**config.mk**
```make
export PLATFORM = sky130hd
export DESIGN_NAME = mem_port_scheduler
export DESIGN_NICKNAME = d
export VERILOG_FILES = /design/src/rtl/mem_sched_pkg.sv /design/src/rtl/mem_port_scheduler_rr_pick.sv /design/src/rtl/mem_port_scheduler.sv
export SDC_FILE = /design/constraint.sdc
export NUM_CORES = 1
export LEC_CHECK = 0
export ABC_AREA = 1
export CORE_MARGIN = 1.5
export CORE_UTILIZATION = 36
export DETAILED_ROUTE_END_ITERATION = 8
export GPL_TIMING_DRIVEN = 0
export PLACE_DENSITY = 0.83
export SLEW_MARGIN = 5
export SYNTH_ARGS = -nofsm -noshare
export SYNTH_HDL_FRONTEND = slang
export SYNTH_HIERARCHICAL = 1
export SYNTH_SLANG_ARGS = --single-unit
```
**constraint.sdc**
```tcl
create_clock -name clk -period 3.16 [get_ports clk]
set_clock_uncertainty 0.2 [all_clocks]
set_input_delay 0.632 -clock clk [delete_from_list [all_inputs] [get_ports clk]]
set_output_delay 0.632 -clock clk [all_outputs]
set_load 0.02 [all_outputs]
```
**src/rtl/mem_sched_pkg.sv**
```systemverilog
// mem_sched_pkg
// Shared definitions for the memory port scheduler:
//   BURST_W        width of the burst counter (debug port and saturation logic)
//   sched_state_t  scheduler state, IDLE when no burst is running, HOLD otherwise
//   id_width()     width of a requester index for a given requester count
//   MPS_FIELD      slice macro for packed per-requester fields
`ifndef MEM_SCHED_PKG_SV
`define MEM_SCHED_PKG_SV

// Element idx of width w inside a packed per-requester vector.
`define MPS_FIELD(vec, idx, w) vec[(idx)*(w) +: (w)]

package mem_sched_pkg;

    localparam int BURST_W = 4;

    typedef enum logic {
        ST_IDLE = 1'b0,
        ST_HOLD = 1'b1
    } sched_state_t;

    // A single requester still needs a 1-bit index.
    function automatic int id_width(input int n);
        return (n > 1) ? $clog2(n) : 1;
    endfunction

endpackage

`endif

```
**src/rtl/mem_port_scheduler_rr_pick.sv**
```systemverilog
// rr_pick
// Combinational rotating-priority picker.
//   req    request vector
//   start  index that has the highest priority this cycle
//   grant  one-hot grant of the first requester at or after start (wrapping)
//   found  high when any request is set
module rr_pick
    import mem_sched_pkg::*;
#(
    parameter  int N  = 3,
    localparam int IW = id_width(N)
) (
    input  logic [N-1:0]  req,
    input  logic [IW-1:0] start,
    output logic [N-1:0]  grant,
    output logic          found
);

    logic [N-1:0] upper;

    // Requests at or above the start index are searched first; the
    // plain request vector then covers the wrapped-around part.
    always_comb begin
        upper = '0;
        for (int k = 0; k < N; k++) begin
            upper[k] = req[k] && (k >= int'(start));
        end
    end

    always_comb begin
        grant = '0;
        found = 1'b0;
        for (int k = 0; k < N; k++) begin
            if (!found && upper[k]) begin
                grant[k] = 1'b1;
                found    = 1'b1;
            end
        end
        for (int k = 0; k < N; k++) begin
            if (!found && req[k]) begin
                grant[k] = 1'b1;
                found    = 1'b1;
            end
        end
    end

endmodule

```
**src/rtl/mem_port_scheduler.sv**
```systemverilog
// mem_port_scheduler
// Shares one single-port synchronous SRAM between NUM_REQ requesters.
// Round-robin arbitration with a bounded burst hold, registered memory
// commands and read-data routing through a tag pipeline that matches the
// fixed memory read latency.
// Ports:
//   clk, reset                clock and asynchronous active-high reset
//   req_valid/req_ready       per-requester command handshake
//   req_we/req_addr/req_wdata per-requester command fields (packed)
//   rsp_valid/rsp_rdata       one-hot read return strobe and shared data bus
//   mem_busy                  memory stall, blocks new accepts
//   mem_en/mem_we/mem_addr/mem_wdata/mem_rdata  SRAM interface
//   owner_id/burst_cnt        debug view of arbitration state
module mem_port_scheduler
    import mem_sched_pkg::*;
#(
    parameter  int NUM_REQ   = 3,
    parameter  int ADDR_W    = 10,
    parameter  int DATA_W    = 32,
    parameter  int RD_LAT    = 2,
    parameter  int BURST_MAX = 4,
    localparam int ID_W      = id_width(NUM_REQ)
) (
    input  logic                      clk,
    input  logic                      reset,
    input  logic [NUM_REQ-1:0]        req_valid,
    output logic [NUM_REQ-1:0]        req_ready,
    input  logic [NUM_REQ-1:0]        req_we,
    input  logic [NUM_REQ*ADDR_W-1:0] req_addr,
    input  logic [NUM_REQ*DATA_W-1:0] req_wdata,
    output logic [NUM_REQ-1:0]        rsp_valid,
    output logic [DATA_W-1:0]         rsp_rdata,
    input  logic                      mem_busy,
    output logic                      mem_en,
    output logic                      mem_we,
    output logic [ADDR_W-1:0]         mem_addr,
    output logic [DATA_W-1:0]         mem_wdata,
    input  logic [DATA_W-1:0]         mem_rdata,
    output logic [ID_W-1:0]           owner_id,
    output logic [BURST_W-1:0]        burst_cnt
);

    sched_state_t         state;
    logic [ID_W-1:0]      start_idx;
    logic [ID_W-1:0]      win_idx;
    logic [ID_W-1:0]      cmd_id;
    logic [NUM_REQ-1:0]   rr_grant;
    logic [NUM_REQ-1:0]   win_onehot;
    logic                 rr_found;
    logic                 hold_win;
    logic                 accept;
    logic                 sel_we;
    logic [ADDR_W-1:0]    sel_addr;
    logic [DATA_W-1:0]    sel_wdata;
    logic                 pipe_vld [RD_LAT];
    logic [ID_W-1:0]      pipe_id  [RD_LAT];

    // Rotation starts just after the last owner so every requester gets a turn.
    assign start_idx = (owner_id == ID_W'(NUM_REQ - 1)) ? '0 : owner_id + ID_W'(1);

    rr_pick #(.N(NUM_REQ)) u_pick (
        .req   (req_valid),
        .start (start_idx),
        .grant (rr_grant),
        .found (rr_found)
    );

    assign hold_win = (state == ST_HOLD) && req_valid[owner_id]
                      && (burst_cnt < BURST_W'(BURST_MAX));

    always_comb begin
        win_onehot = '0;
        if (hold_win) begin
            win_onehot[owner_id] = 1'b1;
        end else if (rr_found) begin
            win_onehot = rr_grant;
        end
    end

    // Ready is also masked during reset so nothing looks accepted while the
    // arbitration state is being cleared.
    assign req_ready = (reset || mem_busy) ? '0 : win_onehot;
    assign accept    = |(req_valid & req_ready);

    // Select the winner's index and command fields.
    always_comb begin
        win_idx   = '0;
        sel_we    = 1'b0;
        sel_addr  = '0;
        sel_wdata = '0;
        for (int k = 0; k < NUM_REQ; k++) begin
            if (win_onehot[k]) begin
                win_idx   = ID_W'(k);
                sel_we    = req_we[k];
                sel_addr  = `MPS_FIELD(req_addr, k, ADDR_W);
                sel_wdata = `MPS_FIELD(req_wdata, k, DATA_W);
            end
        end
    end

    // Arbitration state, registered memory command and read tag pipeline.
    // The tag pipeline is fed from the registered command, so its last stage
    // lines up with mem_rdata RD_LAT cycles after the mem_en cycle.
    always_ff @(posedge clk or posedge reset) begin
        if (reset) begin
            state     <= ST_IDLE;
            owner_id  <= ID_W'(NUM_REQ - 1);
            burst_cnt <= '0;
            mem_en    <= 1'b0;
            mem_we    <= 1'b0;
            mem_addr  <= '0;
            mem_wdata <= '0;
            cmd_id    <= '0;
            for (int k = 0; k < RD_LAT; k++) begin
                pipe_vld[k] <= 1'b0;
                pipe_id[k]  <= '0;
            end
        end else begin
            mem_en <= accept;
            mem_we <= accept & sel_we;
            if (accept) begin
                mem_addr  <= sel_addr;
                mem_wdata <= sel_wdata;
                cmd_id    <= win_idx;
            end

            // Busy freezes ownership; an idle unstalled cycle ends the burst.
            if (accept) begin
                state <= ST_HOLD;
                if (win_idx == owner_id) begin
                    if (burst_cnt < BURST_W'(BURST_MAX)) begin
                        burst_cnt <= burst_cnt + BURST_W'(1);
                    end
                end else begin
                    owner_id  <= win_idx;
                    burst_cnt <= BURST_W'(1);
                end
            end else if (!mem_busy) begin
                state     <= ST_IDLE;
                burst_cnt <= '0;
            end

            pipe_vld[0] <= mem_en & ~mem_we;
            pipe_id[0]  <= cmd_id;
            for (int k = 1; k < RD_LAT; k++) begin
                pipe_vld[k] <= pipe_vld[k-1];
                pipe_id[k]  <= pipe_id[k-1];
            end
        end
    end

    always_comb begin
        rsp_valid = '0;
        rsp_rdata = '0;
        if (pipe_vld[RD_LAT-1]) begin
            rsp_valid[pipe_id[RD_LAT-1]] = 1'b1;
            rsp_rdata                    = mem_rdata;
        end
    end

endmodule

```
==> metrics <==
vias in the first global route 4,509; Post-synth EDFFs 0; IO Count 255; clock network power share 14.7%; number of buffers added by the clock tree synthesis step 9; number of non-filler instances in the completed layout 949; pwr/cell area 876 nW/µm²; kind of start point of the critical path register; Leakage Power 3.32 nW; CTS tree done; fraction of registers with async set/reset 100%; post-synthesis share of cell area spent on xor and xnor gates 0.238%; nets@finish 979; standard-cell rows 36; Finished Core Util 68.0%; clock-pin slew on the worst setup and hold paths 0.07 ns; most common flop cell mapped by yosys sky130_fd_sc_hd__dfrtp_1; grt ovf 0; run status completed; placed instance area 6410 µm²; Highest Clock Rate 323 MHz; Cell Int Power 3.15 mW; critical path required time 2.33 ns; post-DP HPWL 12.3 mm; Max Cap Viol 0; net count of the mapped netlist 710; initial cell density of the core 37.4%; nature of the critical path endpoint output port; summed instance area of the synthesized netlist 3680 µm²; register bit total from synthesis 59; dominant combinational cell family by area after synthesis simple AND/OR/NAND/NOR gates; vias per inst 4.99; Worst Hold Class reg2reg; sum of routed wire length over all layers 15.7 mm; area of the core 9820 µm²; type of the worst setup path reg2out; sum of negative setup slack 0 ns; pre-CTS worst setup slack -0.683 ns; area share of fa/ha/maj cells after synthesis 0.340%; worst-case vdd ir drop 0.437 mV; Yosys cell types 36; Post-Place Cells 930; max_slew headroom 56.6%; # setup viols final 0; ratio of final minimum period to clock period 98.1%; RSZ-0062 raised after global routing yes; floorplan die area 10,800 µm²; Final Hold Fails 0; overall die width 104 µm; fraction of the mapped netlist area in compound gates 6.50%; cells taking the most area after synthesis sky130_fd_sc_hd__dfrtp_1 (39%), sky130_fd_sc_hd__nand2_1 (26%), sky130_fd_sc_hd__nand3_1 (9.0%); Setup WS post-layout 0.0593 ns; H-tree levels 3; sw power 2.70 mW; finished layout cell area 6680 µm²; Die Y-Extent 104 µm; part of the total power dissipated in sequential elements 22.4%; relative area change from synthesis to final layout 81.7%; Slew @ Worst Pin 0.651 ns; ANT nets after route 0; number of DRC markers in iteration 0 303; synthesized-area fraction occupied by and/or/nand/nor cells 42.9%; GRT Overall Usage 28.4%; fraction of synthesized area in multiplexers 0%; remaining design rule violation count 0; number of antenna repair diodes 0; proportion of netlist area held by the largest area contributor 39.5%; buffer depth of the longest clock path 2; quantity of I/O buffers inserted on ports 254; post-synthesis average cell area 6.78 µm²; largest net degree at the start of global routing 36; clock period minus final worst setup slack 3.10 ns; Post-Route Hold Slack 0.144 ns; buffer type at the clock tree root sky130_fd_sc_hd__clkbuf_8; Vias 4,736; first-pass GRT wire length 24.1 mm; length of the first detailed-routing pass in iterations 5; max-slew violations 0; final estimated routing congestion in global placement 0.897; average routed wire per standard cell 16.5 µm; logic gate share of total power 62.9%; Cells after Synth 542; antenna violations before repair 0; total power draw 5.85 mW; Worst EP arrival 2.27 ns; Worst-Skew Late Latency 0.34 ns; worst-path fanout max 10; switching share of power 46.2%; clock sink count 59; proportion of synthesized chip area in sequential cells 40.2%; Warnings, synthesis 6; largest area contributor in the netlist sky130_fd_sc_hd__dfrtp_1; layout cells sized above 1 8.58%
[sequential cells by signal, summed over array words and instances, names as in the netlist]
name       flops
mem_wdata     32
mem_addr      10
burst_cnt      4
pipe_id        4
cmd_id         2
owner_id       2
pipe_vld       2
mem_en         1
mem_we         1
state          1
[cell type report]
cell class	count	area, µm²
clock buffer	11	141
inverter	54	203
buffer	27	169
multi-input combinational	402	1850
tap	133	166
timing repair buffer	258	2570
sequential	59	1480
fill	876	3140
clock inverter	5	100
[logic make-up after synthesis]
family,Yosys count
AOI/OAI and AO/OA,35
xor gates and xnor gates,1
adders and majority gates,1
buffers and inverters,81
DFF,59
and+or+nand+nor,365
[per-layer routing]
layer	vias to the layer above	routed length (µm)	share of wire (%)	track usage [%]
met1	2193	6170	39	33.6
met3	27	1260	8.0	7.71
li1	2242	-	-	-
met2	274	7960	51	50.4
met5	-	0	0	0
met4	0	313	2.0	8.33
[power groups by stage]
stage                     logic (mW)  clock network [mW]  registers (mW)
after floorplan                 1.74                   0            1.63
after global placement          3.52                   0            1.30
after detailed placement        3.60                   0            1.31
after CTS                       3.67               0.870            1.31
after global routing            3.96               0.914            1.34
final                           3.68               0.860            1.31
[final timing paths]
path,depth (start not counted),start,endpoint,slack (ns)
max,12,owner_id[0]$_DFFE_PP0P_,req_ready[1],0.06
min,0,pipe_id[2]$_DFF_PP0_,pipe_id[0]$_DFF_PP0_,0.14
max reg2reg,15,owner_id[0]$_DFFE_PP0P_,mem_wdata[18]$_DFFE_PP0P_,0.38
min reg2reg,0,pipe_id[2]$_DFF_PP0_,pipe_id[0]$_DFF_PP0_,0.14
max in group asynchronous,3,reset,owner_id[1]$_DFFE_PP1P_,1.62
min in group asynchronous,2,reset,mem_wdata[17]$_DFFE_PP0P_,0.50
[critical path, cell delays in order (launching register included)]
cell                       delay [ns]
sky130_fd_sc_hd__dfrtp_2         0.40
sky130_fd_sc_hd__inv_2           0.08
sky130_fd_sc_hd__nor2_4          0.18
sky130_fd_sc_hd__inv_1           0.11
sky130_fd_sc_hd__nand2_2         0.10
sky130_fd_sc_hd__nand4_1         0.14
sky130_fd_sc_hd__or2_4           0.27
sky130_fd_sc_hd__nand2_1         0.09
sky130_fd_sc_hd__nand2_1         0.07
sky130_fd_sc_hd__nand2_2         0.11
sky130_fd_sc_hd__clkbuf_8        0.18
sky130_fd_sc_hd__nor2_1          0.04
sky130_fd_sc_hd__buf_2           0.16
[synth_stat cells (3+ instances only)]
cell type / count
sky130_fd_sc_hd__clkbuf_1: 9
sky130_fd_sc_hd__nand3_1: 66
sky130_fd_sc_hd__inv_1: 50
sky130_fd_sc_hd__buf_2: 7
sky130_fd_sc_hd__buf_4: 8
sky130_fd_sc_hd__a21oi_1: 3
sky130_fd_sc_hd__inv_2: 4
sky130_fd_sc_hd__nand4_1: 5
sky130_fd_sc_hd__o211ai_1: 10
sky130_fd_sc_hd__a22oi_1: 10
sky130_fd_sc_hd__dfrtp_1: 58
sky130_fd_sc_hd__nor2_1: 13
sky130_fd_sc_hd__nand2_2: 5
sky130_fd_sc_hd__nand3_2: 4
sky130_fd_sc_hd__nand2_1: 258
sky130_fd_sc_hd__o21ai_0: 3
[layout by cell type (no fill, tap or decap), types with 4 or more instances in the layout]
master / n
sky130_fd_sc_hd__inv_2: 6
sky130_fd_sc_hd__a22oi_1: 10
sky130_fd_sc_hd__nand2_1: 256
sky130_fd_sc_hd__nand3_2: 4
sky130_fd_sc_hd__dfrtp_1: 57
sky130_fd_sc_hd__nand2_2: 7
sky130_fd_sc_hd__buf_4: 11
sky130_fd_sc_hd__nor2_1: 12
sky130_fd_sc_hd__nand3_1: 66
sky130_fd_sc_hd__clkdlybuf4s50_1: 248
sky130_fd_sc_hd__inv_1: 48
sky130_fd_sc_hd__clkbuf_8: 11
sky130_fd_sc_hd__buf_2: 8
sky130_fd_sc_hd__clkbuf_1: 9
sky130_fd_sc_hd__nand4_1: 5
sky130_fd_sc_hd__o211ai_1: 10
[timing repair]
| action | CTS | global route |
|---|---|---|
| endpoints found under the setup margin | 3 | 3 |
| pin swaps | 0 | 1 |
| buffers inserted | 2 | 1 |
| hold buffers | 0 | 0 |
| gates resized for setup | 15 | 9 |
Power figures use the tool's default switching activity.
